File: src/rtl/key_cfg_ctrl.sv
// Key-driven bit-loading selector: steps through NUM_CFG settings on key pulses,
// offers each new setting to the DMT datapath over a req/ack handshake, then locks out briefly.
module key_cfg_ctrl #(
    parameter int unsigned NUM_CFG = 4,
    parameter int unsigned CFG_W   = 3,
    parameter int unsigned HOLDOFF = 4
) (
    input  logic               clk,
    input  logic               rst,
    input  logic               key_pulse,
    input  logic               cfg_ack,
    output logic               cfg_req,
    output logic [CFG_W-1:0]   cfg_data,
    output logic [CFG_W-1:0]   cfg_active,
    output logic [NUM_CFG-1:0] led,
    output logic               busy,
    output logic [7:0]         drop_cnt
);

    localparam int unsigned      CntW     = 21;
    localparam logic [CntW-1:0]  HoldLast = CntW'(HOLDOFF - 1);
    localparam logic [CFG_W-1:0] SelLast  = CFG_W'(NUM_CFG - 1);

    if ((1 << CFG_W) <= NUM_CFG) begin : gen_param_check
        $error("key_cfg_ctrl: 2**CFG_W must exceed NUM_CFG");
    end

    typedef enum logic [1:0] {
        StIdle,
        StReq,
        StHold
    } state_e;

    state_e             state_q, state_d;
    logic [CFG_W-1:0]   sel_q, sel_d;
    logic               pending_q, pending_d;
    logic [CntW-1:0]    hold_cnt_q, hold_cnt_d;
    logic               cfg_req_q, cfg_req_d;
    logic [CFG_W-1:0]   cfg_data_q, cfg_data_d;
    logic [CFG_W-1:0]   cfg_active_q, cfg_active_d;
    logic [NUM_CFG-1:0] led_q, led_d;
    logic               busy_q, busy_d;
    logic [7:0]         drop_cnt_q, drop_cnt_d;

    logic [CFG_W-1:0]   sel_next;
    logic [NUM_CFG-1:0] led_from_data;
    logic               advance;

    always_comb begin
        sel_next = (sel_q == SelLast) ? '0 : sel_q + CFG_W'(1);
    end

    // Setting value is index+1, so LED bit i lights for value i+1.
    always_comb begin
        for (int i = 0; i < NUM_CFG; i++) begin
            led_from_data[i] = (cfg_data_q == CFG_W'(i + 1));
        end
    end

    always_comb begin
        state_d      = state_q;
        sel_d        = sel_q;
        pending_d    = pending_q;
        hold_cnt_d   = hold_cnt_q;
        cfg_req_d    = cfg_req_q;
        cfg_data_d   = cfg_data_q;
        cfg_active_d = cfg_active_q;
        led_d        = led_q;
        drop_cnt_d   = drop_cnt_q;
        advance      = 1'b0;

        // While busy, remember one extra press; any beyond that is counted and discarded.
        if (key_pulse && (state_q != StIdle)) begin
            if (pending_q) begin
                if (drop_cnt_q != 8'hff) begin
                    drop_cnt_d = drop_cnt_q + 8'd1;
                end
            end else begin
                pending_d = 1'b1;
            end
        end

        unique case (state_q)
            StIdle: begin
                if (key_pulse) begin
                    advance = 1'b1;
                end
            end
            StReq: begin
                if (cfg_ack) begin
                    cfg_req_d    = 1'b0;
                    cfg_active_d = cfg_data_q;
                    led_d        = led_from_data;
                    hold_cnt_d   = '0;
                    state_d      = StHold;
                end
            end
            StHold: begin
                if (hold_cnt_q == HoldLast) begin
                    hold_cnt_d = '0;
                    // A press landing on the final lockout cycle is served right away.
                    if (pending_q || key_pulse) begin
                        advance   = 1'b1;
                        pending_d = 1'b0;
                    end else begin
                        state_d = StIdle;
                    end
                end else begin
                    hold_cnt_d = hold_cnt_q + CntW'(1);
                end
            end
            default: begin
                state_d = StIdle;
            end
        endcase

        if (advance) begin
            sel_d      = sel_next;
            cfg_data_d = sel_next + CFG_W'(1);
            cfg_req_d  = 1'b1;
            state_d    = StReq;
        end

        busy_d = (state_d != StIdle);
    end

    always_ff @(posedge clk) begin
        if (rst) begin
            state_q      <= StIdle;
            sel_q        <= '0;
            pending_q    <= 1'b0;
            hold_cnt_q   <= '0;
            cfg_req_q    <= 1'b0;
            cfg_data_q   <= CFG_W'(1);
            cfg_active_q <= CFG_W'(1);
            led_q        <= NUM_CFG'(1);
            busy_q       <= 1'b0;
            drop_cnt_q   <= 8'd0;
        end else begin
            state_q      <= state_d;
            sel_q        <= sel_d;
            pending_q    <= pending_d;
            hold_cnt_q   <= hold_cnt_d;
            cfg_req_q    <= cfg_req_d;
            cfg_data_q   <= cfg_data_d;
            cfg_active_q <= cfg_active_d;
            led_q        <= led_d;
            busy_q       <= busy_d;
            drop_cnt_q   <= drop_cnt_d;
        end
    end

    assign cfg_req    = cfg_req_q;
    assign cfg_data   = cfg_data_q;
    assign cfg_active = cfg_active_q;
    assign led        = led_q;
    assign busy       = busy_q;
    assign drop_cnt   = drop_cnt_q;

endmodule

File: config.mk
export PLATFORM = sky130hd
export DESIGN_NAME = key_cfg_ctrl
export DESIGN_NICKNAME = d
export VERILOG_FILES = /design/src/rtl/key_cfg_ctrl.sv
export SDC_FILE = /design/constraint.sdc
export NUM_CORES = 1
export LEC_CHECK = 0
export ABC_AREA = 1
export ABC_CLOCK_PERIOD_IN_PS = 1500
export BUFFER_PORTS_ARGS = -buffer_cell sky130_fd_sc_hd__buf_2
export CAP_MARGIN = 20
export CORE_MARGIN = 2
export CORE_UTILIZATION = 50
export DETAILED_ROUTE_END_ITERATION = 6
export HOLD_SLACK_MARGIN = 0.08
export PLACE_DENSITY = 0.76
export SKIP_CTS_REPAIR_TIMING = 1
export SYNTH_ARGS = -nofsm -noshare
export SYNTH_HDL_FRONTEND = slang
export SYNTH_SLANG_ARGS = --single-unit
File: constraint.sdc
create_clock -name clk -period 1.5 [get_ports clk]
set_clock_uncertainty 0.1 [all_clocks]
set_input_delay 0 -clock clk [delete_from_list [all_inputs] [get_ports clk]]
set_output_delay 0 -clock clk [all_outputs]
set_load 0.02 [all_outputs]
==> results.md <==
Run status:
- The flow ran to the end, but the final reports show violations.
- The checks that failed: negative setup slack.

Global route:
- The initial antenna violation count is 0.
- The global route total overflow is 0.
- Entering global routing, the biggest net connects 27 pins.
- Global routing consumed, over all layers together, 21.03% of the routing resources.
- The number of global-route vias before repair is 2295.
- The wire length of the first global-routing pass is 10.08 mm.

Detailed routing:
- The total wire length after detailed routing is 6.354 mm.
- The violation count after the first detailed-route iteration is 111.
- Once detail routing completed, the nets flagged for antenna violations numbered 0.
- The post-route DRC violation count is 0.
- After detailed routing, the average wire length per cell comes to 12.84 um.
- Dividing the detail-routed via count by the number of cells gives 5.218.
- Detailed routing inserted a total of 2583 vias.
- The first-pass detailed-route iteration total is 4.

Yosys:
- Summing every instance area after synthesis gives 2625 um^2.
- The area fraction of the dominant cell type after synthesis is 35.84%.
- For this run, the register share of the synthesized area comes to 35.84%.
- Sorting the synthesized cells by area gives the leading types as sky130_fd_sc_hd__dfxtp_1, sky130_fd_sc_hd__nand2_1, sky130_fd_sc_hd__inv_1.
- A synthesized cell averages 7.000 um^2.
- The post-synthesis share of cell area spent on and, or, nand and nor gates is 40.51%.
- The net count after synthesis is 383.
- The number of distinct standard cells referenced by the synthesized netlist is 33.
- After synthesis, the largest family of logic cells by area is simple AND/OR/NAND/NOR gates.
- The xor-xnor portion of the synthesized cell area is 3.003%.
- The number of instances in the synthesized netlist is 375.
- Measured against the total synthesized area, the mux share comes to 0%.
- The cell type with the highest aggregate area in the netlist is sky130_fd_sc_hd__dfxtp_1.
- After Yosys synthesis, full adders, half adders and majority gates account for 1.907% of the synthesized area.
- The compound-cell area share of the yosys netlist is 10.34%.
- The number of warning messages in the yosys log is 0.
- The register bit count reported by yosys is 47.

Finish:
- The final cell count without fillers is 495.
- Relative to the synthesized area, the layout overhead comes to 23.59%.
- In the final layout, the share of cells above drive strength 1 is 29.18%.
- The filler cells instantiated in the layout total 452.
- The core utilization of the finished layout is 63.93%.
- The final layout contains 432 nets.
- After routing the design area is 3244 um^2.
- The number of antenna cells inserted is 0.

Timing:
- The minimum clock period after layout is 1578 ps.
- Timing would allow up to 0.6338 GHz.
- The actual transition at the worst max-transition pin is 383.4 ps.
- The count of final hold-check violations is 0.
- Setup repair after global routing could not meet its margin everywhere.
- The setup slack after layout is -77.89 ps.
- Final hold analysis gives a worst-case slack of 73.23 ps.
- The final count of pins violating max slew is 0.
- The worst slew slack as a fraction of its limit is 74.28%.
- The count of endpoints failing setup in the final report is 8.
- The final period utilization is 105.2%.

Power:
- Power spread over the standard cell area amounts to 828.2 nW/um^2.
- The leakage power of the design is 1.438 nW.
- Total power for the finished layout comes to 0.002687 W.
- The maximum ir drop on the vdd rail is 0.6667 mV.

CTS:
- TritonCTS built the clock tree.
- The clock net in this run drives a total of 47 sinks.
- The number of buffers on the longest clock path is 2.
- The clock latency reported for the late side of the worst-skew pair is 310 ps.
- Clock-pin slew was measured on the worst setup and hold paths at 90 ps.
- The total clock buffers created by CTS is 5.
- The cell sitting at the root of the clock tree is a sky130_fd_sc_hd__clkbuf_8.
- The clock tree synthesis step divided the H-tree into 2 levels.

Worst setup path:
- Walking the worst path, the cells encountered are ha_4, nand2_2, nor2_2, nand2_1, nor2_2, nand4_1, buf_4, nand3_2, nand2_1, nor2_1.
- The slowest stage of the critical path belongs to the cell sky130_fd_sc_hd__dfxtp_4.
- The critical path is of the reg -> reg type.
- The critical path startpoint category is a flop.
- In this design, the stage delay of the slowest critical-path cell is 370 ps.
- In this run the worst path has a maximum fanout of 3.
- Data on the critical path arrives at its endpoint at 1730 ps.
- For the worst setup path, the data required time is 1650 ps.
- The type of destination of the critical path is a flop.
- The internal reg-to-reg setup slack is -80 ps.

Floorplanning:
- During I/O placement, the number of pins put on the boundary was 24.
- The core region is 5075 um^2.
- The die boundary width is 76.46 um.
- The initial utilization of the core area, before any placement, comes to 51.73%.
- The die is 76.46 um tall.
- The floorplan has 26 rows.
- The die covers 5845 um^2.

Placement:
- The count of port buffers added during placement is 23.
- The total half-perimeter wirelength after legalization and detailed placement is 4.393 mm.
- Counting tap cells, the placed design contains a total of 481 instances.
- In this run the cell area measured after placement is 2945 um^2.
- Routability-driven placement finished with a final weighted congestion of 0.8710.

Min path:
- The worst hold path class is in -> reg.

Flow run:
- The max-cap violation count is 0.
==> state kept, by name, summed over array words and instances (netlist names) <==
name	cells
drop_cnt	8
pending_q	1
cfg_data	3
cfg_req	1
sel_q	3
led	4
cfg_active	3
state_q	2
hold_cnt_q	21
busy	1
==> layer usage <==
| layer | wire length (um) | global-route usage [%] | vias up |
|---|---|---|---|
| li1 | - | - | 1318 |
| met1 | 2840 | 26.42 | 1190 |
| met2 | 3102 | 36.19 | 59 |
| met3 | 282 | 3.791 | 16 |
| met4 | 127 | 7.273 | 0 |
| met5 | 0 | 0 | - |
==> kinds of logic after synthesis <==
| logic type | after synthesis |
|---|---|
| compound gates | 48 |
| xor+xnor | 9 |
| buf+inv | 53 |
| flops | 47 |
| simple gates | 214 |
| fa+ha+maj | 4 |
==> Yosys cell counts <==
| library cell | number |
|---|---|
| sky130_fd_sc_hd__a21oi_1 | 26 |
| sky130_fd_sc_hd__ha_1 | 4 |
| sky130_fd_sc_hd__nor3_4 | 3 |
| sky130_fd_sc_hd__a211oi_1 | 1 |
| sky130_fd_sc_hd__or2_1 | 2 |
| sky130_fd_sc_hd__buf_2 | 2 |
| sky130_fd_sc_hd__o21a_1 | 1 |
| sky130_fd_sc_hd__xnor2_1 | 3 |
| sky130_fd_sc_hd__nand2_2 | 6 |
| sky130_fd_sc_hd__a21oi_2 | 5 |
| sky130_fd_sc_hd__o21ai_1 | 3 |
| sky130_fd_sc_hd__xor2_1 | 6 |
| sky130_fd_sc_hd__nor3_1 | 6 |
| sky130_fd_sc_hd__o21ai_0 | 10 |
| sky130_fd_sc_hd__nor2_8 | 1 |
| sky130_fd_sc_hd__nand2_1 | 100 |
| sky130_fd_sc_hd__nor2_4 | 5 |
| sky130_fd_sc_hd__clkinv_1 | 2 |
| sky130_fd_sc_hd__nand2_4 | 2 |
| sky130_fd_sc_hd__inv_2 | 5 |
| sky130_fd_sc_hd__buf_4 | 1 |
| sky130_fd_sc_hd__nand3_2 | 5 |
| sky130_fd_sc_hd__inv_1 | 37 |
| sky130_fd_sc_hd__nor2_2 | 1 |
| sky130_fd_sc_hd__dfxtp_1 | 47 |
| sky130_fd_sc_hd__nand4_1 | 17 |
| sky130_fd_sc_hd__o21ai_2 | 2 |
| sky130_fd_sc_hd__nand3_4 | 1 |
| sky130_fd_sc_hd__nor2_1 | 37 |
| sky130_fd_sc_hd__nand3_1 | 27 |
| sky130_fd_sc_hd__clkbuf_1 | 4 |
| sky130_fd_sc_hd__buf_6 | 2 |
| sky130_fd_sc_hd__nor4_1 | 1 |
==> metrics by stage <==
| stage | worst slack [ps] | TNS (ps) |
|---|---|---|
| final | -77.89 | -228.2 |
| after global routing | -179.3 | -2335 |
| after CTS | -76.61 | -837.9 |
| after detailed placement | -68.93 | -582.8 |
| after global placement | -21.58 | -39.28 |
| after floorplan | 0.5006 | 0 |
==> path summary, 6_finish.rpt <==
check,start,to,depth (start not counted)
setup / recovery,hold_cnt_q[1],sel_q[1],10
hold / removal,rst,cfg_req,4
setup reg to reg,hold_cnt_q[1],sel_q[1],10
hold reg to reg,led[1],led[1],2
==> where the power goes <==
part / total, W / switching [W] / internal (W) / leakage, nW
Clock: 0.00110 / 0.000438 / 0.000666 / 0.0654
Combinational: 0.000270 / 0.000184 / 0.0000869 / 0.986
Sequential: 0.00131 / 0.0000307 / 0.00128 / 0.386
==> cell usage in the layout (no fill, tap or decap), types with 4 or more instances in the layout <==
| cell type | n |
|---|---|
| sky130_fd_sc_hd__nand2_1 | 93 |
| sky130_fd_sc_hd__inv_1 | 37 |
| sky130_fd_sc_hd__dfxtp_1 | 37 |
| sky130_fd_sc_hd__nor2_1 | 32 |
| sky130_fd_sc_hd__buf_4 | 25 |
| sky130_fd_sc_hd__a21oi_1 | 24 |
| sky130_fd_sc_hd__buf_2 | 23 |
| sky130_fd_sc_hd__nand3_1 | 22 |
| sky130_fd_sc_hd__nand4_1 | 17 |
| sky130_fd_sc_hd__nand2_2 | 12 |
| sky130_fd_sc_hd__nand3_2 | 10 |
| sky130_fd_sc_hd__dfxtp_2 | 9 |
| sky130_fd_sc_hd__o21ai_0 | 7 |
| sky130_fd_sc_hd__a21oi_2 | 7 |
| sky130_fd_sc_hd__nor3_1 | 6 |
| sky130_fd_sc_hd__o21ai_1 | 6 |
| sky130_fd_sc_hd__xor2_1 | 6 |
| sky130_fd_sc_hd__nor2_4 | 6 |
| sky130_fd_sc_hd__nor2_2 | 5 |
| sky130_fd_sc_hd__clkbuf_8 | 5 |
| sky130_fd_sc_hd__inv_2 | 4 |
==> final cells by class <==
class                      count  area (um^2)  area share [%]
tap                           70        87.58           2.700
inverter                      44        167.7           5.168
clock inverter                 2        60.06           1.851
timing repair buffer          51        334.1           10.30
sequential                    47        955.9           29.46
multi-input combinational    275         1567           48.28
clock buffer                   6        72.57           2.237
==> worst max-delay path: cells and delay by family (launching register included) <==
kind / cells / cell delay [ps]
and+or+nand+nor: 8 / 710
DFF: 1 / 370
buffers and inverters: 1 / 190
adders and majority gates: 1 / 150
No activity file was read; power rests on OpenSTA's default activity.
